**config.mk**
```make
export PLATFORM = sky130hd
export DESIGN_NAME = fp_multiply_pipe_flat
export DESIGN_NICKNAME = d
export VERILOG_FILES = /design/src/rtl/fp_multiply_pipe_if.sv /design/src/rtl/fp_multiply_pipe.sv /design/src/flat_wrapper.sv
export SDC_FILE = /design/constraint.sdc
export NUM_CORES = 1
export LEC_CHECK = 0
export ABC_AREA = 0
export CAP_MARGIN = 10
export CORE_MARGIN = 2
export CORE_UTILIZATION = 45
export CTS_BUF_LIST = sky130_fd_sc_hd__clkbuf_2
export DETAILED_ROUTE_END_ITERATION = 8
export GPL_TIMING_DRIVEN = 1
export PLACE_DENSITY = 0.7
export REMOVE_ABC_BUFFERS = 1
export SYNTH_ARGS = -nofsm -noshare
export SYNTH_HDL_FRONTEND = slang
export SYNTH_SLANG_ARGS = --single-unit
```
**constraint.sdc**
```tcl
create_clock -name clk -period 6.6 [get_ports clk]
set_input_delay 0.66 -clock clk [delete_from_list [all_inputs] [get_ports clk]]
set_output_delay 0.66 -clock clk [all_outputs]
set_load 0.005 [all_outputs]
```
**src/rtl/fp_multiply_pipe_if.sv**
```systemverilog
// Valid/ready stream bundle for the custom-float multiplier: operand side and result side.
interface fp_multiply_pipe_if #(
   parameter int W = 27
);
   logic         in_valid;
   logic         in_ready;
   logic [W-1:0] input_a;
   logic [W-1:0] input_b;
   logic         out_valid;
   logic         out_ready;
   logic [W-1:0] output_q;
   logic         underflow;
   logic         overflow;

   modport master (
      output in_valid, input_a, input_b, out_ready,
      input  in_ready, out_valid, output_q, underflow, overflow
   );

   modport slave (
      input  in_valid, input_a, input_b, out_ready,
      output in_ready, out_valid, output_q, underflow, overflow
   );
endinterface

```
**src/rtl/fp_multiply_pipe.sv**
```systemverilog
// Three-stage custom-float multiplier {sign, exponent, 0.M with explicit leading 1}
// with a single global stall, round-half-up and flush/saturate on exponent range.
module fp_multiply_pipe #(
   parameter int EXPONENT_WIDTH = 8,
   parameter int MANTISSA_WIDTH = 18,
   parameter int BIAS           = 127,
   parameter int ROUND_NEAREST  = 1
) (
   input logic               clk,
   input logic               rst,
   fp_multiply_pipe_if.slave bus
);
   localparam int EW = EXPONENT_WIDTH;
   localparam int MW = MANTISSA_WIDTH;
   localparam int W  = 1 + EW + MW;
   localparam int PW = 2 * MW;
   localparam int TW = MW + 2;
   localparam int XW = EW + 2;
   localparam logic signed [XW-1:0] EXP_MAX = XW'((2 ** EW) - 1);
   localparam logic signed [XW-1:0] BIAS_X  = XW'(BIAS);
   localparam logic signed [XW-1:0] ONE_X   = XW'(1);
   localparam logic        [MW:0]   ONE_R   = (MW + 1)'(1);

   logic                 advance;
   logic                 vld_p1, vld_p2, vld_p3;
   logic [EW-1:0]        ea, eb;
   logic [MW-1:0]        ma_in, mb_in;
   logic signed [XW-1:0] esum_in;

   logic [MW-1:0]        ma_p1, mb_p1;
   logic                 zero_p1, sign_p1;
   logic signed [XW-1:0] esum_p1;

   logic [TW-1:0]        prod_p2;
   logic                 zero_p2, sign_p2;
   logic signed [XW-1:0] esum_p2;

   logic [MW-1:0]        m_norm, m_rnd;
   logic                 rbit;
   logic [MW:0]          m_r;
   logic signed [XW-1:0] e_norm, e_rnd;
   logic [W+1:0]         res_s3;

   logic [W-1:0]         q_p3;
   logic                 uf_p3, of_p3;

   function automatic logic [MW:0] round_mant(input logic [MW-1:0] m, input logic r);
      logic [MW:0] acc;
      acc = {1'b0, m};
      if ((ROUND_NEAREST != 0) && r) acc = acc + ONE_R;
      return acc;
   endfunction

   // Returns {underflow, overflow, word}.
   function automatic logic [W+1:0] saturate(input logic s, input logic z,
                                             input logic signed [XW-1:0] e,
                                             input logic [MW-1:0] m);
      if (z)                return '0;
      else if (e[XW-1])     return {2'b10, {W{1'b0}}};
      else if (e > EXP_MAX) return {2'b01, s, {(W-1){1'b1}}};
      else                  return {2'b00, s, e[EW-1:0], m};
   endfunction

   assign ea      = bus.input_a[MW +: EW];
   assign eb      = bus.input_b[MW +: EW];
   assign ma_in   = bus.input_a[MW-1:0];
   assign mb_in   = bus.input_b[MW-1:0];
   assign esum_in = $signed({2'b00, ea}) + $signed({2'b00, eb}) - BIAS_X;

   assign advance      = !vld_p3 || bus.out_ready;
   assign bus.in_ready = advance;

   always_ff @(posedge clk) begin
      if (rst) begin
         vld_p1 <= 1'b0;
         vld_p2 <= 1'b0;
         vld_p3 <= 1'b0;
      end else if (advance) begin
         vld_p1 <= bus.in_valid;
         vld_p2 <= vld_p1;
         vld_p3 <= vld_p2;
      end
   end

   // S1: operand capture, zero detect, sign and biased exponent sum
   always_ff @(posedge clk) begin
      if (advance) begin
         ma_p1   <= ma_in;
         mb_p1   <= mb_in;
         zero_p1 <= (ma_in == '0) || (mb_in == '0);
         sign_p1 <= bus.input_a[W-1] ^ bus.input_b[W-1];
         esum_p1 <= esum_in;
      end
   end

   // S2: mantissa product; only P[2MW-1:MW-2] feeds normalise/round, so only those bits are kept
   always_ff @(posedge clk) begin
      if (advance) begin
         prod_p2 <= TW'((PW'(ma_p1) * PW'(mb_p1)) >> (MW - 2));
         zero_p2 <= zero_p1;
         sign_p2 <= sign_p1;
         esum_p2 <= esum_p1;
      end
   end

   // S3: normalise on the product MSB, round, then flush/saturate
   always_comb begin
      if (prod_p2[TW-1]) begin
         m_norm = prod_p2[TW-1:2];
         rbit   = prod_p2[1];
         e_norm = esum_p2;
      end else begin
         m_norm = prod_p2[TW-2:1];
         rbit   = prod_p2[0];
         e_norm = esum_p2 - ONE_X;
      end
      m_r = round_mant(m_norm, rbit);
      if (m_r[MW]) begin
         m_rnd = {1'b1, {(MW-1){1'b0}}};
         e_rnd = e_norm + ONE_X;
      end else begin
         m_rnd = m_r[MW-1:0];
         e_rnd = e_norm;
      end
      res_s3 = saturate(sign_p2, zero_p2, e_rnd, m_rnd);
   end

   always_ff @(posedge clk) begin
      if (rst) begin
         q_p3  <= '0;
         uf_p3 <= 1'b0;
         of_p3 <= 1'b0;
      end else if (advance && vld_p2) begin
         uf_p3 <= res_s3[W+1];
         of_p3 <= res_s3[W];
         q_p3  <= res_s3[W-1:0];
      end
   end

   assign bus.out_valid = vld_p3;
   assign bus.output_q  = q_p3;
   assign bus.underflow = uf_p3;
   assign bus.overflow  = of_p3;
endmodule

```
**src/flat_wrapper.sv**
```systemverilog
// flat-port wrapper written by rule: the top's interface ports become plain ports
module fp_multiply_pipe_flat 
#(
   parameter int EXPONENT_WIDTH = 8,
   parameter int MANTISSA_WIDTH = 18,
   parameter int BIAS           = 127,
   parameter int ROUND_NEAREST  = 1
)
  (clk, rst, bus_in_valid, bus_input_a, bus_input_b, bus_out_ready, bus_in_ready, bus_out_valid, bus_output_q, bus_underflow, bus_overflow);
  fp_multiply_pipe_if #(.W((27))) bus_i ();
  input logic clk;
  input logic rst;
  input wire logic [$bits(bus_i.in_valid)-1:0] bus_in_valid;
  input wire logic [$bits(bus_i.input_a)-1:0] bus_input_a;
  input wire logic [$bits(bus_i.input_b)-1:0] bus_input_b;
  input wire logic [$bits(bus_i.out_ready)-1:0] bus_out_ready;
  output wire logic [$bits(bus_i.in_ready)-1:0] bus_in_ready;
  output wire logic [$bits(bus_i.out_valid)-1:0] bus_out_valid;
  output wire logic [$bits(bus_i.output_q)-1:0] bus_output_q;
  output wire logic [$bits(bus_i.underflow)-1:0] bus_underflow;
  output wire logic [$bits(bus_i.overflow)-1:0] bus_overflow;
  assign bus_i.in_valid = bus_in_valid;
  assign bus_i.input_a = bus_input_a;
  assign bus_i.input_b = bus_input_b;
  assign bus_i.out_ready = bus_out_ready;
  assign bus_in_ready = bus_i.in_ready;
  assign bus_out_valid = bus_i.out_valid;
  assign bus_output_q = bus_i.output_q;
  assign bus_underflow = bus_i.underflow;
  assign bus_overflow = bus_i.overflow;
  fp_multiply_pipe #(.EXPONENT_WIDTH(EXPONENT_WIDTH), .MANTISSA_WIDTH(MANTISSA_WIDTH), .BIAS(BIAS), .ROUND_NEAREST(ROUND_NEAREST)) u_core (.clk(clk), .rst(rst), .bus(bus_i));
endmodule
```
# Word level (Yosys, flattened, before mapping)
# Index checks and enable logic that the tools add are counted.
# W data, S select, Z words.
[op_classes] addsub=5 multipliers=1 order_cmp=1 mux=9 bitwise_logic=1 n_reduce_logical=6
[ops] operator="$mux W29" count=2
[ops] operator="$logic_not A18 Y1" count=2
[ops] operator="$mul A18 B18 Y36" count=1
[ops] operator="$mux W18" count=2
[ops] operator="$mux W28" count=1
[ops] operator="$mux W10" count=2
[ops] operator="$add A18 B1 Y19 const B" count=1
[ops] operator="$mux W19" count=1
[ops] operator="$add A10 B2 Y10 const B" count=1
[ops] operator="$gt A10 B9 Y1 const B" count=1
[ops] operator="$sub A10 B2 Y10 const B" count=1
[ops] operator="$sub A10 B8 Y10 const B" count=1
[ops] operator="$add A8 B8 Y9" count=1
[ops] operator="$logic_or A1 B1 Y1" count=2
[ops] operator="$logic_and A1 B1 Y1" count=1
[ops] operator="$logic_not A1 Y1" count=1
[ops] operator="$mux W1" count=1
[ops] operator="$xor A1 B1 Y1" count=1
[totals] register_bits=112 inputBits=58 output_inout_bits=31 elab_cells=38

# Depth between registers and ports, before layout
# Gate-level depths: netlist of the first run.
[logic_depth] depth_word=8 ltp_mapped=23 mapped_depth_nobuf=22

# Worst setup path after synthesis of the first run
# Ideal clock, no wire load.
[synth_path] path_kind="reg2reg" start="reg u_core.mb_p1[9]" end="reg u_core.prod_p2[17], data pin" setup_ns=0.258 t_arrival_ns=6.020 t_required_ns=6.342 setup_slack_ns=0.322 path_stages_with_launch=24 n_path_buf=2 synth_period_minus_slack_ns=6.278 path_cell_list="edfxtp_1 > clkbuf_1 > clkbuf_1 > nand2_1 > fa_1 > inv_1 > fa_1 > inv_1 > fa_1 > inv_1 > fa_1 > fa_1 > inv_1 > fa_1 > inv_1 > ha_1 > and3_1 > and3_1 > nand2_1 > o211ai_1 > a221oi_1 > o31ai_1 > a31oi_1 > xnor2_1"
[synth_via] elab_chain_len=1
[synth_rtl] item="start: declaration" line_no="fp_multiply_pipe.sv:30" rtl="logic [MW-1:0] ma_p1, mb_p1;"
[synth_rtl] item="start signal: assignment" line_no="fp_multiply_pipe.sv:89" rtl="mb_p1 <= mb_in;"
[synth_rtl] item="$mul A18 B18 Y36" line_no="fp_multiply_pipe.sv:99" rtl="prod_p2 <= TW'((PW'(ma_p1) * PW'(mb_p1)) >> (MW - 2));"
[synth_rtl] item="end signal: assignment" line_no="fp_multiply_pipe.sv:99"
[synth_rtl] item="end: declaration" line_no="fp_multiply_pipe.sv:34" rtl="logic [TW-1:0] prod_p2;"
# Every way passes these cells.
# A chain may end at the register's enable or synchronous reset.

# Worst setup path in the final report of the first run
[layout_path] start="reg u_core.ma_p1[7]" end="reg u_core.prod_p2[17], data pin"
[layout_via] elab_chain_len=1
[layout_rtl] item="start: declaration" line_no="fp_multiply_pipe.sv:30"
[layout_rtl] item="start signal: assignment" line_no="fp_multiply_pipe.sv:88" rtl="ma_p1 <= ma_in;"
[layout_rtl] item="$mul A18 B18 Y36" line_no="fp_multiply_pipe.sv:99"
# Every way passes these cells.

==> results.md, run 1 <==
* Tot GR Track Use at 20.3%
* Antenna violations before repair at 1
* Via/cell ratio at about 5.1
* RR Startpoint: u_core.ma_p1[7]
* Seq/Total Area, Yosys at roughly a fifth
* Cts hold-fix bufs at 0
* Syn Inst Count at between 1500 and 2000
* Worst-path maximum fanout at 6
* CTS root buffer: clkbuf_2
* CTS tree: built
* Core area at 33400 µm²
* Number of enable flip-flop cells after synthesis at 80
* FF-to-FF path depth at 23
* Max clock buf depth at 2
* Mean cell area of the mapped netlist at between 9 and 10 µm²
* Final period util at roughly 97%
* CP Data Required Time at 7030 ps
* Clock Latency Late Sink at 670 ps
* Final WL at 33500 µm
* Critical hold path startpoint: u_core.esum_p1[6]
* Hold path depth at 0
* Post-synth cell types at 63
* Share of flip-flops with an asynchronous set or reset at 0%
* Share of layout cells above drive strength 1 at 6.13%
* Clock sink count at 112
* Iter 0 DRT Violations at 647
* Critical Path End Type: flip-flop
* Final net count at 2141
* H-tree depth at 3
* Routed WL per cell at 15.5 µm
* Worst Hold Slack at 460 ps
* First-pass GRT wire length at 57900 µm
* FF-to-FF setup slack at 220 ps
* I/O pin total at 89
* Reg-to-reg endpoint: u_core.prod_p2[17]
* # DRC at 0
* Largest net degree at the start of global routing at ~70
* Max Fclk at 157 MHz
* Routed via count at 11100
* Clock Pin Slew Worst Setup and Hold Paths at 320 ps
* Final hold violations at 0
* Min-Delay Path Class: flip-flop to flip-flop
* Num CTS Buffers at 9
* Min-Delay Endpoint: u_core.esum_p2[6]
* Slew Viols, Final at 0
* Die height at 188 µm
* Final HPWL DP at 27900 µm
* Startpoint Class: flip-flop
* Area contributors post-synth: fa_1 (33%), edfxtp_1 (16%), ha_1 (9.7%)
* Share of the synthesized area in the top cell type at between 30% and 40%
* Initial Util at 45.7%
* Setup TNS at 0 ps
* Yosys synthesis warning count at 0
* Mapped cell area at 15300 µm²
* 1st-pass router iterations at 6
* Least-Margin Pin Slew at 1020 ps
* Crit path arrival time at about 6800 ps
* Final antenna-violating net count at 0
* Die width at around 190 µm
* Vias in the first global route at 12100
* Top cells by count, synth: inv_1 (292), fa_1 (255), nand2_1 (253)
* Max Clock Skew at 49.0 ps
* Port bufs at 88
* Max-cap viol count at 0
* Die Area at 35500 µm²
* Final setup vio count at 0
* Count leader, synth: inv_1
* Fin crit period at approximately 6400 ps
* Status: complete, no violations
* Area grow syn2layout at 12.8%
* Overflow after GRT at 0
* RD Place Congestion at 0.898
* Slew HR at between 30% and 40%
* Crit path kind: flip-flop to flip-flop
* Num rows at 67
* Number of synthesized register bits at 112
* Area leader, netlist: fa_1
* Main synth FF type: edfxtp_1
-- worst max-delay path by stage --
stage | slack, ps | from | cells after the start | endpoint
floorplan | 550 | u_core.mb_p1[9] | 21 | u_core.prod_p2[17]
global placement | 160 | u_core.mb_p1[3] | 19 | u_core.prod_p2[18]
global route | -20 | u_core.mb_p1[7] | 23 | u_core.prod_p2[12]
CTS | 50 | u_core.mb_p1[3] | 20 | u_core.prod_p2[17]
finish | 220 | u_core.ma_p1[7] | 23 | u_core.prod_p2[17]
detailed placement | 130 | u_core.mb_p1[3] | 20 | u_core.prod_p2[17]
-- registers in the layout, indices dropped and copies added (netlist names) --
name,cells
u_core.bus.overflow,1
u_core.vld_p2,1
u_core.zero_p2,1
u_core.mb_p1,18
u_core.ma_p1,18
u_core.esum_p2,10
u_core.prod_p2,20
u_core.esum_p1,10
u_core.sign_p2,1
u_core.sign_p1,1
u_core.zero_p1,1
u_core.bus.out_valid,1
u_core.vld_p1,1
u_core.bus.underflow,1
u_core.bus.output_q,27
-- stage by stage --
step | instance area, µm² | std cells | utilization (%) | worst slack (ps)
6_report | 17200 | 2163 | 51.6 | 216
5_1_grt | 17200 | 2163 | 51.6 | -17.4
3_3_place_gp | 16900 | 2126 | 50.5 | 164
2_1_floorplan | 15000 | 1540 | - | 549
3_5_place_dp | 16900 | 2126 | 50.5 | 128
4_1_cts | 17000 | 2142 | 50.9 | 47.0
-- per-layer routing --
metal | share of wire, % | track usage [%]
met4 | 3.3 | 8.02
met2 | 50 | 35.9
met5 | 0 | 0
met1 | 42 | 25.1
met3 | 4.2 | 2.78
-- layout by cell type, fill, tap and decap left out, drive strengths merged, types with 9 or more instances in the layout --
cell | netlist | layout
a22oi | 9 | 9
nand3 | 19 | 19
and2 | 137 | 137
clkdlybuf4s50 | 0 | 88
nor3 | 9 | 9
inv | 292 | 294
dfxtp | 32 | 32
edfxtp | 80 | 80
nor2 | 39 | 39
xnor2 | 38 | 38
o21ai | 32 | 32
xor2 | 31 | 31
mux2i | 14 | 14
ha | 119 | 119
clkbuf | 56 | 9
and3 | 12 | 12
nor4 | 9 | 9
nand2 | 254 | 254
a21o | 11 | 11
a21oi | 56 | 56
fa | 255 | 255
buf | 7 | 70
-- critical path: stages, from the launching register on --
cell and delay, ps:
edfxtp_1 630, nand2_1 140, fa_1 540, inv_1 50, fa_1 500, inv_1 50, fa_1 550, inv_1 50
fa_1 450, fa_1 500, inv_1 50, fa_1 470, inv_1 40, ha_1 340, a211oi_1 250, nor2_1 100
o31ai_1 200, o211ai_1 140, buf_4 180, a221oi_4 320, o31ai_1 130, buf_4 160, a31oi_1 190, xnor2_1 100
-- final cells by class --
type	instances	area [µm²]
fill	3036	16200
multi-input combinational	1135	10900
sequential	112	3040
timing repair buffer	158	1450
inverter	293	1100
tap	448	561
clock inverter	7	115
clock buffer	9	45.0
antenna	1	2.50
-- what timing repair did --
item | in CTS | in global routing
setup endpoints to repair | 0 | 10
gates resized for setup | 0 | 5
setup buffers | 0 | 20
-- cell families (layout without fill, tap and decap cells) --
family                     after synthesis  count (layout)  share of synthesized area (%)
buffers and inverters                  356             467                           8.84
xor gates and xnor gates                69              69                           3.95
DFF                                    112             112                           19.9
and+or+nand+nor                        520             520                           16.7
AOI/OAI and AO/OA                      153             153                           6.12
adders and majority gates              374             374                           43.1
muxes                                   19              19                           1.31
other                                    0               1                              0
Power of run 1 is left out: the tool's default activity adds up to more than one toggle a clock period on the data nets, which glitch-free logic cannot reach.
==> run 2, diff against run 1 <==
--- a/config.mk
+++ b/config.mk
@@ -14,6 +14,7 @@
 export GPL_TIMING_DRIVEN = 1
 export PLACE_DENSITY = 0.7
 export REMOVE_ABC_BUFFERS = 1
+export SKIP_LAST_GASP = 1
 export SYNTH_ARGS = -nofsm -noshare
 export SYNTH_HDL_FRONTEND = slang
 export SYNTH_SLANG_ARGS = --single-unit
==> results of run 2 <==
The final DEF is identical to that of run 1; final timing and power are the same.
Power of run 2 is left out for the same reason.
